File: src/rtl/if_fetch_unit_if.sv
// Bundle of the fetch stage's ROM port, ID-stage interface and redirect inputs.
// The master side is the fetch unit. The slave side is its environment:
// the ID stage, the exception unit and the instruction ROM.
interface if_fetch_unit_if #(
  parameter int unsigned ADDR_W = 32
);
  logic              branch_flag;
  logic [ADDR_W-1:0] branch_addr;
  logic              id_stall;
  logic              flush;
  logic [ADDR_W-1:0] flush_pc;
  logic              rom_req;
  logic [ADDR_W-1:0] rom_addr;
  logic              rom_ack;
  logic [31:0]       rom_rdata;
  logic              id_valid;
  logic [ADDR_W-1:0] id_pc;
  logic [31:0]       id_inst;

  modport master (
    input  branch_flag, branch_addr, id_stall, flush, flush_pc, rom_ack, rom_rdata,
    output rom_req, rom_addr, id_valid, id_pc, id_inst
  );

  modport slave (
    output branch_flag, branch_addr, id_stall, flush, flush_pc, rom_ack, rom_rdata,
    input  rom_req, rom_addr, id_valid, id_pc, id_inst
  );
endinterface

File: src/rtl/if_fetch_unit.sv
// Instruction-fetch stage of the 5-stage MIPS pipeline.
// Owns the PC, fetches over a req/ack ROM port and presents {pc, inst, valid}
// to ID. A taken branch lets the in-flight delay-slot word through and then
// redirects. If no fetch is in flight when the branch is taken, the target is
// parked in a pending register. A word that arrives while ID is stalled is
// parked in a one-entry skid register. A flush that lands on an outstanding
// request waits for that request to finish (DRAIN) and discards its data.
module if_fetch_unit #(
  parameter int unsigned       ADDR_W   = 32,
  parameter logic [ADDR_W-1:0] RESET_PC = ADDR_W'(32'hBFC0_0000)
) (
  input  logic           clk,
  input  logic           rst,
  if_fetch_unit_if.master bus
);

  typedef enum logic [1:0] {
    ST_BOOT  = 2'd0,
    ST_FETCH = 2'd1,
    ST_HOLD  = 2'd2,
    ST_DRAIN = 2'd3
  } state_e;

  localparam logic [ADDR_W-1:0] PC_STEP = ADDR_W'(32'd4);

  state_e            state_q, state_d;
  logic [ADDR_W-1:0] pc_q, pc_d;
  logic              pend_valid_q, pend_valid_d;
  logic [ADDR_W-1:0] pend_addr_q, pend_addr_d;
  logic [ADDR_W-1:0] skid_pc_q, skid_pc_d;
  logic [31:0]       skid_inst_q, skid_inst_d;
  logic              id_valid_q, id_valid_d;
  logic [ADDR_W-1:0] id_pc_q, id_pc_d;
  logic [31:0]       id_inst_q, id_inst_d;
  logic              rom_req_q, rom_req_d;
  logic              consume_s;
  logic              take_s;

  assign consume_s = id_valid_q & ~bus.id_stall;
  assign take_s    = bus.branch_flag & consume_s;

  assign bus.rom_req  = rom_req_q;
  assign bus.rom_addr = pc_q;
  assign bus.id_valid = id_valid_q;
  assign bus.id_pc    = id_pc_q;
  assign bus.id_inst  = id_inst_q;

  // Next-state, PC, redirect, skid and ID-output decisions.
  always_comb begin
    state_d      = state_q;
    pc_d         = pc_q;
    pend_valid_d = pend_valid_q;
    pend_addr_d  = pend_addr_q;
    skid_pc_d    = skid_pc_q;
    skid_inst_d  = skid_inst_q;
    id_valid_d   = id_valid_q;
    id_pc_d      = id_pc_q;
    id_inst_d    = id_inst_q;

    if (bus.flush) begin
      // The flush outranks everything, including a branch taken in the same cycle.
      id_valid_d   = 1'b0;
      skid_pc_d    = '0;
      skid_inst_d  = 32'd0;
      pend_valid_d = 1'b0;
      pend_addr_d  = '0;
      if (rom_req_q && !bus.rom_ack) begin
        // The request is still open: finish it in DRAIN, then redirect.
        pend_valid_d = 1'b1;
        pend_addr_d  = bus.flush_pc;
        state_d      = ST_DRAIN;
      end else begin
        pc_d    = bus.flush_pc;
        state_d = ST_FETCH;
      end
    end else begin
      case (state_q)
        ST_BOOT: begin
          state_d = ST_FETCH;
        end
        ST_FETCH: begin
          if (bus.rom_ack) begin
            if (take_s) begin
              pc_d = bus.branch_addr;
            end else if (pend_valid_q) begin
              pc_d         = pend_addr_q;
              pend_valid_d = 1'b0;
            end else begin
              pc_d = pc_q + PC_STEP;
            end
            if (id_valid_q && bus.id_stall) begin
              skid_pc_d   = pc_q;
              skid_inst_d = bus.rom_rdata;
              state_d     = ST_HOLD;
            end else begin
              id_valid_d = 1'b1;
              id_pc_d    = pc_q;
              id_inst_d  = bus.rom_rdata;
            end
          end else begin
            if (consume_s) begin
              id_valid_d = 1'b0;
            end else begin
              id_valid_d = id_valid_q;
            end
            if (take_s) begin
              // The word still in flight is the delay slot; it stays live.
              pend_valid_d = 1'b1;
              pend_addr_d  = bus.branch_addr;
            end else begin
              pend_valid_d = pend_valid_q;
            end
          end
        end
        ST_HOLD: begin
          if (!bus.id_stall) begin
            id_valid_d = 1'b1;
            id_pc_d    = skid_pc_q;
            id_inst_d  = skid_inst_q;
            state_d    = ST_FETCH;
            if (take_s) begin
              // The skid word is the delay slot; nothing is in flight.
              pc_d = bus.branch_addr;
            end else begin
              pc_d = pc_q;
            end
          end else begin
            state_d = ST_HOLD;
          end
        end
        ST_DRAIN: begin
          if (bus.rom_ack) begin
            pc_d         = pend_addr_q;
            pend_valid_d = 1'b0;
            state_d      = ST_FETCH;
          end else begin
            state_d = ST_DRAIN;
          end
        end
        default: begin
          state_d = ST_BOOT;
        end
      endcase
    end

    rom_req_d = (state_d == ST_FETCH) || (state_d == ST_DRAIN);
  end

  // State and datapath registers; async reset abandons any open request.
  always_ff @(posedge clk or posedge rst) begin
    if (rst) begin
      state_q      <= ST_BOOT;
      pc_q         <= RESET_PC;
      pend_valid_q <= 1'b0;
      pend_addr_q  <= '0;
      skid_pc_q    <= '0;
      skid_inst_q  <= 32'd0;
      id_valid_q   <= 1'b0;
      id_pc_q      <= '0;
      id_inst_q    <= 32'd0;
      rom_req_q    <= 1'b0;
    end else begin
      state_q      <= state_d;
      pc_q         <= pc_d;
      pend_valid_q <= pend_valid_d;
      pend_addr_q  <= pend_addr_d;
      skid_pc_q    <= skid_pc_d;
      skid_inst_q  <= skid_inst_d;
      id_valid_q   <= id_valid_d;
      id_pc_q      <= id_pc_d;
      id_inst_q    <= id_inst_d;
      rom_req_q    <= rom_req_d;
    end
  end

endmodule

File: src/flat_wrapper.sv
// flat-port wrapper written by rule: the top's interface ports become plain ports
module if_fetch_unit_flat 
#(
  parameter int unsigned       ADDR_W   = 32,
  parameter logic [ADDR_W-1:0] RESET_PC = ADDR_W'(32'hBFC0_0000)
)
  (clk, rst, bus_branch_flag, bus_branch_addr, bus_id_stall, bus_flush, bus_flush_pc, bus_rom_ack, bus_rom_rdata, bus_rom_req, bus_rom_addr, bus_id_valid, bus_id_pc, bus_id_inst);
  if_fetch_unit_if #(.ADDR_W(ADDR_W)) bus_i ();
  input  logic clk;
  input  logic rst;
  input wire logic [$bits(bus_i.branch_flag)-1:0] bus_branch_flag;
  input wire logic [$bits(bus_i.branch_addr)-1:0] bus_branch_addr;
  input wire logic [$bits(bus_i.id_stall)-1:0] bus_id_stall;
  input wire logic [$bits(bus_i.flush)-1:0] bus_flush;
  input wire logic [$bits(bus_i.flush_pc)-1:0] bus_flush_pc;
  input wire logic [$bits(bus_i.rom_ack)-1:0] bus_rom_ack;
  input wire logic [$bits(bus_i.rom_rdata)-1:0] bus_rom_rdata;
  output wire logic [$bits(bus_i.rom_req)-1:0] bus_rom_req;
  output wire logic [$bits(bus_i.rom_addr)-1:0] bus_rom_addr;
  output wire logic [$bits(bus_i.id_valid)-1:0] bus_id_valid;
  output wire logic [$bits(bus_i.id_pc)-1:0] bus_id_pc;
  output wire logic [$bits(bus_i.id_inst)-1:0] bus_id_inst;
  assign bus_i.branch_flag = bus_branch_flag;
  assign bus_i.branch_addr = bus_branch_addr;
  assign bus_i.id_stall = bus_id_stall;
  assign bus_i.flush = bus_flush;
  assign bus_i.flush_pc = bus_flush_pc;
  assign bus_i.rom_ack = bus_rom_ack;
  assign bus_i.rom_rdata = bus_rom_rdata;
  assign bus_rom_req = bus_i.rom_req;
  assign bus_rom_addr = bus_i.rom_addr;
  assign bus_id_valid = bus_i.id_valid;
  assign bus_id_pc = bus_i.id_pc;
  assign bus_id_inst = bus_i.id_inst;
  if_fetch_unit #(.ADDR_W(ADDR_W), .RESET_PC(RESET_PC)) u_core (.clk(clk), .rst(rst), .bus(bus_i));
endmodule
File: config.mk
export PLATFORM = sky130hd
export DESIGN_NAME = if_fetch_unit_flat
export DESIGN_NICKNAME = d
export VERILOG_FILES = /design/src/rtl/if_fetch_unit_if.sv /design/src/rtl/if_fetch_unit.sv /design/src/flat_wrapper.sv
export SDC_FILE = /design/constraint.sdc
export NUM_CORES = 1
export LEC_CHECK = 0
export CORE_MARGIN = 2
export CORE_UTILIZATION = 47
export DETAILED_ROUTE_END_ITERATION = 16
export PLACE_DENSITY = 0.77
export SLEW_MARGIN = 20
export SYNTH_ARGS = -nofsm -noshare
export SYNTH_HDL_FRONTEND = slang
export SYNTH_SLANG_ARGS = --single-unit
File: constraint.sdc
create_clock -name clk -period 6.8 [get_ports clk]
set_input_delay 1.36 -clock clk [delete_from_list [all_inputs] [get_ports clk]]
set_output_delay 1.36 -clock clk [all_outputs]
set_load 0.03 [all_outputs]
==> flow_summary_export.csv, run 1 <==
group,metric,value,unit
status,status,"complete, no violations",
clock_network,clock_latency,0.43,ns
floorplan,fp-row-count,53,
worst_setup_path,required,7.10,ns
grt,grt_pass1_vias,8758,
clock_network,clk_pin_slew,0.07,ns
final_layout,final_cell_mix,"nand2_1 (320), clkdlybuf4s50_1 (198), dfrtp_1 (188)",
min_path,hold_path_class,"flip-flop to flip-flop",
floorplan,start_util,48.08,%
worst_setup_path,reg2reg_depth,7,
worst_setup_path,end_kind,"flip-flop",
synthesis,yosysTopAreaCellShare,46.40,%
worst_setup_path,r2r_start,"u_core.bus.rom_addr[3]",
sta,maxSlewViolCount,0,
clock_network,cts_resized,0,
worst_setup_path,crit_arrival,4.08,ns
synthesis,synthCells,1207,
detailed_routing,drc,0,
detailed_routing,routed-via-count,9340,
floorplan,core,21090,um^2
worst_setup_path,max_stage_delay,0.62,ns
pwr,vdd_ir_drop_max,0.1612,mV
sta,fin_skew,0.008314,ns
sta,final.min_clock_period,3.784,ns
worst_setup_path,reg2reg_to,"u_core.bus.rom_addr[30]",
final_layout,layout_commonest_cell,"nand2_1",
worst_setup_path,path_delay_family,"buffers and inverters",
floorplan,die_area,22760,um^2
placed_design,port_buffers,199,
synthesis,ys_seq_area_share,48.74,%
worst_setup_path,critPathLaunchType,"primary input",
worst_setup_path,slowest_stage,"mux2i_2",
sta,rsz0062_at_grt,"false",
detailed_routing,wl_per_cell,17.70,um
synthesis,yosys_register_bits,197,
clock_network,hold_buffers,0,
placed_design,dp_slack,2.716,ns
synthesis,yosys.area.top_type,"dfrtp_1",
detailed_routing,routed_wl,28720,um
final_layout,antenna-diode-count,0,
final_layout,final_nets,1438,
worst_setup_path,critPathBufInv,2,
placed_design,hpwlAfterDp,18790,um
worst_setup_path,cp.depth,8,
pwr,p_leak,0.005178,uW
grt,grt_antenna_before_repair,0,
synthesis,netlist_top_cells_area,"dfrtp_1 (46%), nand2_1 (12%), a21oi_1 (5.8%), a31oi_1 (4.6%), nor2_1 (3.7%)",
synthesis,ys_warn_count,0,
placed_design,place.gp.congestion,0.8866,
clock_network,post_cts.repair.setup_buffers,0,
grt,grt_max_degree,146,
floorplan,die_h,150.9,um
sta,period_share,55.64,%
worst_setup_path,critPathKind,"primary input to flip-flop",
detailed_routing,drtAntennaViolNets,0,
detailed_routing,dr.pass1.iters,6,
job,max_cap_violations,0,
synthesis,syn_area,10140,um^2
clock_network,clock_sinks,197,
synthesis,avgSynthCellArea,8.400,um^2
worst_setup_path,r2r_slack,3.80,ns
floorplan,die_w,150.9,um
clock_network,htree_levels,4,
worst_setup_path,crit_fanout,27,
floorplan,ioPinCount,200,
clock_network,cts_buffers,17,
pwr,p_per_area,284.5,nW/um^2
sta,slew_headroom,33.31,%
sta,tns,0,ns
detailed_routing,via_per_inst,5.755,
synthesis,ys_async_sr_fraction,100.0,%
worst_setup_path,endpoint,"u_core.bus.rom_addr[16]",
sta,max_clock_freq,264.3,MHz
sta,hold_viol,0,
synthesis,synth_nets,1310,
final_layout,syn_to_final_growth,25.55,%
synthesis,synth_cell_types,70,
clock_network,cts_tree,"built",
grt,gr-total-overflow,0,
clock_network,cts.path.max_buffers,2,
grt,grt_pass1_wl,45810,um
sta,setup_ws,3.016,ns
sta,tightestPinTransition,1.000,ns
worst_setup_path,crit_path_start,"bus_id_stall",
synthesis,synth_edf_count,0,
detailed_routing,first_iter_violations,922,
final_layout,drive_gt1_share,6.306,%
grt,grtUsageTotal,25.49,%
clock_network,root_buffer,"clkbuf_16",
worst_setup_path,crit_chain,"clkdlybuf4s50_1, and3b_1, a21boi_0, mux2i_2, buf_4, o21ai_0, nand2_1, o211ai_1",
synthesis,ys.flop_type,"dfrtp_1",
sta,setup_viol,0,
## Yosys cell counts, types with 8 or more instances
cell type and n:
a211oi_1 10, a21oi_1 117, a221oi_1 16, a31oi_1 74, and3_1 25, clkbuf_1 80
dfrtp_1 188, dfstp_2 9, inv_1 8, nand2_1 320, nand2b_1 9, nand3_1 17
nor2_1 100, nor2b_1 10, nor3_1 17, nor4_1 8, o211ai_1 10, o21ai_0 60
xnor2_1 14, xor2_1 9
## worst reg2reg max path, cell delays in order, from the launching register on
cell      delay (ns)
dfrtp_1         0.54
ha_1            0.36
nand4_4         0.19
nor4_1          0.80
or4b_1          0.52
xnor2_1         0.18
nand2_1         0.08
a211oi_1        0.24
## final cells by class
class	count	area, um^2
Clock buffer	21	470.5
Fill cell	1856	8359
Sequential cell	197	4941
Clock inverter	11	122.6
Tap cell	275	344.1
Multi-Input combinational cell	894	4672
Timing Repair Buffer	216	2137
Inverter	9	41.29
## power breakdown
group / leakage, uW / switching, uW / internal, uW
Sequential: 0.00243 / 182 / 1340
Clock: 0.000294 / 449 / 573
Combinational: 0.00246 / 624 / 451
## sequential cells by signal, summed over array words and instances, names as in the netlist
name and count:
u_core.bus.id_pc 32, u_core.state_q 2, u_core.pend_valid_q 1, u_core.skid_pc_q 32, u_core.bus.id_valid 1, u_core.bus.rom_req 1
u_core.skid_inst_q 32, u_core.pend_addr_q 32, u_core.bus.rom_addr 32, u_core.bus.id_inst 32
## logic make-up after synthesis
group | count (synthesis) | synth area share, %
and+or+nand+nor | 532 | 22.79
buffers and inverters | 116 | 5.664
adders and majority gates | 1 | 0.1234
AOI/OAI and AO/OA | 327 | 19.56
muxes | 11 | 1.135
DFF | 197 | 48.74
xor gates and xnor gates | 23 | 1.987
## worst min path at each step
stage / slack [ns] / to / cells after the start / from
global route: 0.51 / u_core.pend_addr_q[5] / 2 / u_core.pend_addr_q[5]
floorplan: 0.44 / u_core.pend_addr_q[14] / 2 / u_core.pend_addr_q[14]
detailed placement: 0.47 / u_core.pend_addr_q[0] / 2 / u_core.pend_addr_q[0]
CTS: 0.49 / u_core.pend_addr_q[0] / 2 / u_core.pend_addr_q[0]
global placement: 0.46 / u_core.pend_addr_q[18] / 2 / u_core.pend_addr_q[18]
finish: 0.48 / u_core.pend_addr_q[0] / 2 / u_core.pend_addr_q[0]
## metal layers
layer  global-route usage [%]  wire [um]
met5                        0          0
met4                    7.710        580
met3                    3.855       2216
met2                    39.77      13230
met1                    36.91      12700
## metrics by stage
stage	utilization, %	power [uW]	instance area (um^2)	hold WS, ns	std cells
5_1_grt	60.36	3786	12730	0.5094	1623
4_1_cts	60.23	3639	12700	0.4873	1622
3_5_place_dp	57.42	2619	12110	0.4718	1590
3_3_place_gp	57.42	2595	12110	0.4605	1590
6_report	60.36	3622	12730	0.4808	1623
2_1_floorplan	-	2148	10140	0.4435	1207
Note: power is estimated with default switching activity, not from simulation.
==> inputs of run 2 (changes only) <==
Settings changed: CORE_UTILIZATION 47 to 52, PLACE_DENSITY 0.77 to 0.8.
Clock period 6.8 ns to 3.81 ns, I/O delays scaled along.
==> flow_summary_export.csv, run 2 (synthesized netlist as in run 1, its figures left out) <==
group,metric,value,unit
status,status,"complete, no violations",
final_layout,drive_gt1_share,6.647,%
final_layout,final_cell_mix,"nand2_1 (320), clkdlybuf4s50_1 (198), dfrtp_1 (188)",
sta,period_share,74.94,%
sta,slew_headroom,48.19,%
detailed_routing,drtAntennaViolNets,0,
floorplan,die_area,20630,um^2
grt,grtUsageTotal,28.09,%
clock_network,cts_buffers,17,
placed_design,port_buffers,199,
min_path,hold_path_class,"flip-flop to flip-flop",
clock_network,cts_tree,"built",
final_layout,final.fill_count,1615,
clock_network,clock_sinks,197,
min_path,hold_depth,2,
sta,setup_ws,0.9548,ns
detailed_routing,routed-via-count,9378,
pwr,p_total,6449,uW
sta,hold_viol,0,
pwr,netSwitchingFraction,34.61,%
worst_setup_path,critPathLaunchType,"primary input",
pwr,p_switching,2232,uW
clock_network,clk_pin_slew,0.07,ns
sta,tightestPinTransition,0.7742,ns
floorplan,die_w,143.6,um
worst_setup_path,reg2reg_to,"u_core.bus.rom_addr[30]",
final_layout,syn_to_final_growth,26.27,%
worst_setup_path,reg2reg_depth,8,
worst_setup_path,required,4.18,ns
floorplan,ioPinCount,200,
sta,tns,0,ns
grt,grt_pass1_wl,45770,um
detailed_routing,first_iter_violations,822,
final_layout,antenna-diode-count,0,
worst_setup_path,r2r_start,"u_core.bus.rom_addr[2]",
worst_setup_path,crit_arrival,3.22,ns
min_path,whs_endpoint,"u_core.pend_addr_q[14]",
worst_setup_path,r2r_slack,1.16,ns
clock_network,cts.path.max_buffers,2,
pwr,intPower,4217,uW
detailed_routing,wl_per_cell,17.49,um
sta,holdWs,0.4797,ns
pwr,pwr-share-comb,30.0,%
clock_network,clock_latency,0.44,ns
clock_network,hold_buffers,0,
sta,max_clock_freq,350.2,MHz
worst_setup_path,critPathKind,"primary input to flip-flop",
worst_setup_path,crit_fanout,16,
clock_network,post_cts.repair.setup_buffers,0,
worst_setup_path,end_kind,"flip-flop",
pwr,pwr-share-seq,42.1,%
detailed_routing,drc,0,
final_layout,final_nets,1444,
placed_design,place.gp.congestion,0.8711,
final_layout,layout_commonest_cell,"nand2_1",
clock_network,cts_resized,0,
pwr,p_leak,0.005214,uW
floorplan,fp-row-count,51,
floorplan,die_h,143.6,um
sta,fin_skew,0.01383,ns
pwr,clockPowerShare,27.9,%
grt,grt_pass1_vias,8814,
clock_network,htree_levels,4,
placed_design,hpwlAfterDp,18820,um
sta,maxSlewViolCount,0,
sta,final.min_clock_period,2.855,ns
job,max_cap_violations,0,
floorplan,core,19270,um^2
grt,gr-total-overflow,0,
placed_design,dp_slack,0.6104,ns
min_path,hp-start,"u_core.pend_addr_q[14]",
detailed_routing,routed_wl,28320,um
grt,grt_antenna_before_repair,0,
detailed_routing,dr.pass1.iters,5,
detailed_routing,via_per_inst,5.792,
pwr,p_per_area,503.7,nW/um^2
grt,grt_max_degree,120,
sta,rsz0062_at_grt,"false",
floorplan,start_util,52.61,%
sta,setup_viol,0,
clock_network,root_buffer,"clkbuf_16",
pwr,vdd_ir_drop_max,0.3380,mV
-- run 2: metrics by stage --
| stage | cell area [um^2] | std cells | utilization, % |
|---|---|---|---|
| after CTS | 12800 | 1619 | 66.43 |
| after detailed placement | 12220 | 1587 | 63.41 |
| after global routing | 12800 | 1619 | 66.43 |
| after floorplan | 10140 | 1207 | - |
| after global placement | 12220 | 1587 | 63.41 |
| final | 12800 | 1619 | 66.43 |
-- run 2: worst max-delay path by stage --
stage / from / end / slack, ns / depth (start not counted)
2_1_floorplan: rst / u_core.bus.id_inst[0] / 0.51 / 1
3_3_place_gp: bus_id_stall / u_core.bus.rom_addr[10] / 0.74 / 6
3_5_place_dp: bus_id_stall / u_core.bus.rom_addr[12] / 0.61 / 7
4_1_cts: bus_id_stall / u_core.bus.rom_addr[12] / 1.04 / 7
5_1_grt: bus_id_stall / u_core.bus.rom_addr[12] / 0.83 / 7
6_report: bus_id_stall / u_core.bus.rom_addr[12] / 0.95 / 7
-- run 2: metal layers --
layer | vias to the layer above | part of all wire [%] | track usage, %
met2 | 415 | 47 | 44.19
met5 | - | 0 | 0
met4 | 0 | 2.1 | 8.514
met3 | 44 | 7.5 | 5.032
met1 | 4474 | 44 | 39.92
li1 | 4445 | - | -
-- run 2: area by class of cell --
type	instances	area [um^2]	share of cell area, %
Multi-Input combinational cell	894	4672	36.49
Inverter	9	37.54	0.2932
Timing Repair Buffer	222	2237	17.47
Clock inverter	11	122.6	0.9578
Sequential cell	197	4941	38.59
Tap cell	265	331.6	2.590
Clock buffer	21	460.4	3.597
-- run 2: power groups by stage --
stage	clock (uW)	combinational [uW]	sequential, uW
finish	1800	1930	2710
detailed placement	0	1930	2750
global route	1920	2080	2750
CTS	1830	1940	2710
global placement	0	1900	2740
floorplan	0	708	3130
-- run 2: critical path, stage by stage --
cell and delay, ns:
clkdlybuf4s50_1 0.66, and3b_1 0.30, a21boi_0 0.59, mux2_2 0.56
a221o_1 0.18, o21ai_0 0.08, nand3_1 0.08
==> inputs of run 3 (changes only) <==
Clock period 3.81 ns to 2.95 ns, I/O delays scaled along.
==> flow_summary_export.csv, run 3 (synthesized netlist as in run 1, its figures left out) <==
group,metric,value,unit
grt,met1_usage,40.80,%
sta,tightestPinTransition,0.8241,ns
detailed_routing,drc,0,
pwr,vdd_ir_drop_max,0.4575,mV
clock_network,cts_resized,0,
detailed_routing,drtAntennaViolNets,0,
worst_setup_path,crit_chain,"ha_1, nand4_4, nor4_1, buf_4, or4b_1, xnor2_1, nand2_1, a211oi_1",
placed_design,placed_cell_area,12440,um^2
worst_setup_path,crit_fanout,7,
sta,rsz0062_at_grt,"false",
sta,setup_viol,0,
grt,grt_use_met2,43.21,%
worst_setup_path,required,3.30,ns
clock_network,htree_levels,4,
job,max_cap_violations,0,
pwr,p_leak,0.005315,uW
sta,final.min_clock_period,2.595,ns
detailed_routing,routed-via-count,9481,
clock_network,hold_buffers,0,
grt,gr-total-overflow,0,
sta,period_share,87.96,%
placed_design,place.gp.congestion,0.9333,
worst_setup_path,crit_arrival,2.94,ns
clock_network,root_buffer,"clkbuf_16",
grt,grt_max_degree,70,
floorplan,die_area,20630,um^2
floorplan,core,19270,um^2
detailed_routing,routed_wl,28430,um
detailed_routing,dr.pass1.iters,7,
final_layout,ff_latch_area,4941,um^2
floorplan,fp-row-count,51,
clock_network,clk_pin_slew,0.08,ns
grt,grt_pass1_vias,8734,
final_layout,layout_commonest_cell,"nand2_1",
worst_setup_path,slowest_stage,"dfrtp_1",
clock_network,post_cts.repair.setup_buffers,0,
sta,fin_skew,0.009903,ns
detailed_routing,wl_per_cell,17.36,um
sta,max_clock_freq,385.4,MHz
pwr,p_total,8371,uW
clock_network,clock_sinks,197,
worst_setup_path,r2r_slack,0.36,ns
final_layout,final_cell_mix,"nand2_1 (320), clkdlybuf4s50_1 (198), dfrtp_1 (188)",
detailed_routing,first_iter_violations,764,
placed_design,dp_slack,0.3048,ns
clock_network,clock_latency,0.43,ns
final_layout,syn_to_final_growth,28.50,%
final_layout,stdcell_area,13030,um^2
detailed_routing,via_per_inst,5.792,
status,status,"complete, no violations",
final_layout,antenna-diode-count,0,
grt,grtUsageTotal,28.04,%
placed_design,port_buffers,199,
worst_setup_path,max_stage_delay,0.52,ns
pwr,p_per_area,642.5,nW/um^2
sta,maxSlewViolCount,0,
worst_setup_path,end_kind,"flip-flop",
floorplan,die_h,143.6,um
final_layout,drive_gt1_share,8.017,%
worst_setup_path,critPathLaunchType,"flip-flop",
grt,grt_pass1_wl,45780,um
grt,top_usage_layer,"met2",
clock_network,cts_tree,"built",
sta,hold_viol,0,
final_layout,final.fill_count,1597,
clock_network,cts.path.max_buffers,2,
floorplan,start_util,52.61,%
placed_design,hpwlAfterDp,19370,um
min_path,hold_path_class,"flip-flop to flip-flop",
final_layout,multi_input_area,4672,um^2
sta,slew_headroom,45.06,%
sta,setup_ws,0.3553,ns
worst_setup_path,critPathKind,"flip-flop to flip-flop",
grt,grt_antenna_before_repair,0,
clock_network,cts_buffers,17,
floorplan,die_w,143.6,um
grt,grt_util_met3,4.332,%
final_layout,final_nets,1462,
floorplan,ioPinCount,200,
==> run 3: changes by cell type in the layout (fill, tap and decap cells not counted), moves of 3 or more <==
| cell | before | now |
|---|---|---|
| clkinv_2 | 4 | 0 |
| clkinvlp_4 | 2 | 5 |
| buf_12 | 6 | 13 |
| buf_4 | 18 | 29 |
| inv_8 | 0 | 3 |
==> run 3: routing by layer <==
layer	vias to the layer above	share of wire, %
met5	-	0
met1	4500	44
met2	450	46
met4	0	2.6
li1	4477	-
met3	54	7.9
==> run 3: area by class of cell <==
| type | count | area share [%] |
|---|---|---|
| well taps | 265 | 2.545 |
| inverters | 9 | 0.2881 |
| clock inverters | 14 | 1.124 |
| flip-flops and latches | 197 | 37.93 |
| clock buffers | 18 | 3.371 |
| repair buffers | 240 | 18.88 |
| multi-input cells | 894 | 35.86 |
==> run 3: stage by stage <==
step           util, %  TNS (ns)  hold WS (ns)  instances
2_1_floorplan        -    -33.66        0.4435       1207
3_3_place_gp     64.56         0        0.4617       1605
3_5_place_dp     64.56         0        0.4704       1605
4_1_cts          67.60         0        0.4867       1637
5_1_grt          67.60         0        0.5086       1637
6_report         67.60         0        0.4865       1637
==> run 3: path summary, 6_finish.rpt <==
kind                                         from                 endpoint  cells past startpoint
min reg2reg                 u_core.pend_addr_q[4]    u_core.pend_addr_q[4]                      2
min                         u_core.pend_addr_q[4]    u_core.pend_addr_q[4]                      2
max                        u_core.bus.rom_addr[3]  u_core.bus.rom_addr[30]                      8
max reg2reg                u_core.bus.rom_addr[3]  u_core.bus.rom_addr[30]                      8
min in group asynchronous                     rst   u_core.skid_inst_q[28]                      2
max in group asynchronous                     rst   u_core.skid_inst_q[11]                      3
==> run 3: where the power goes <==
group / leakage (uW) / internal, uW / switching (uW) / total, uW
Sequential: 0.00243 / 3100 / 394 / 3490
Combinational: 0.00261 / 1090 / 1480 / 2570
Clock: 0.000275 / 1220 / 1090 / 2310
Total: 0.00531 / 5400 / 2970 / 8370
==> run 3: critical path, delay by kind of cell, from the launching register on <==
kind,cells,cell delay [ns]
simple gates,4,1.04
flops,1,0.52
fa+ha+maj,1,0.35
compound gates,1,0.22
buf+inv,1,0.21
xor+xnor,1,0.17
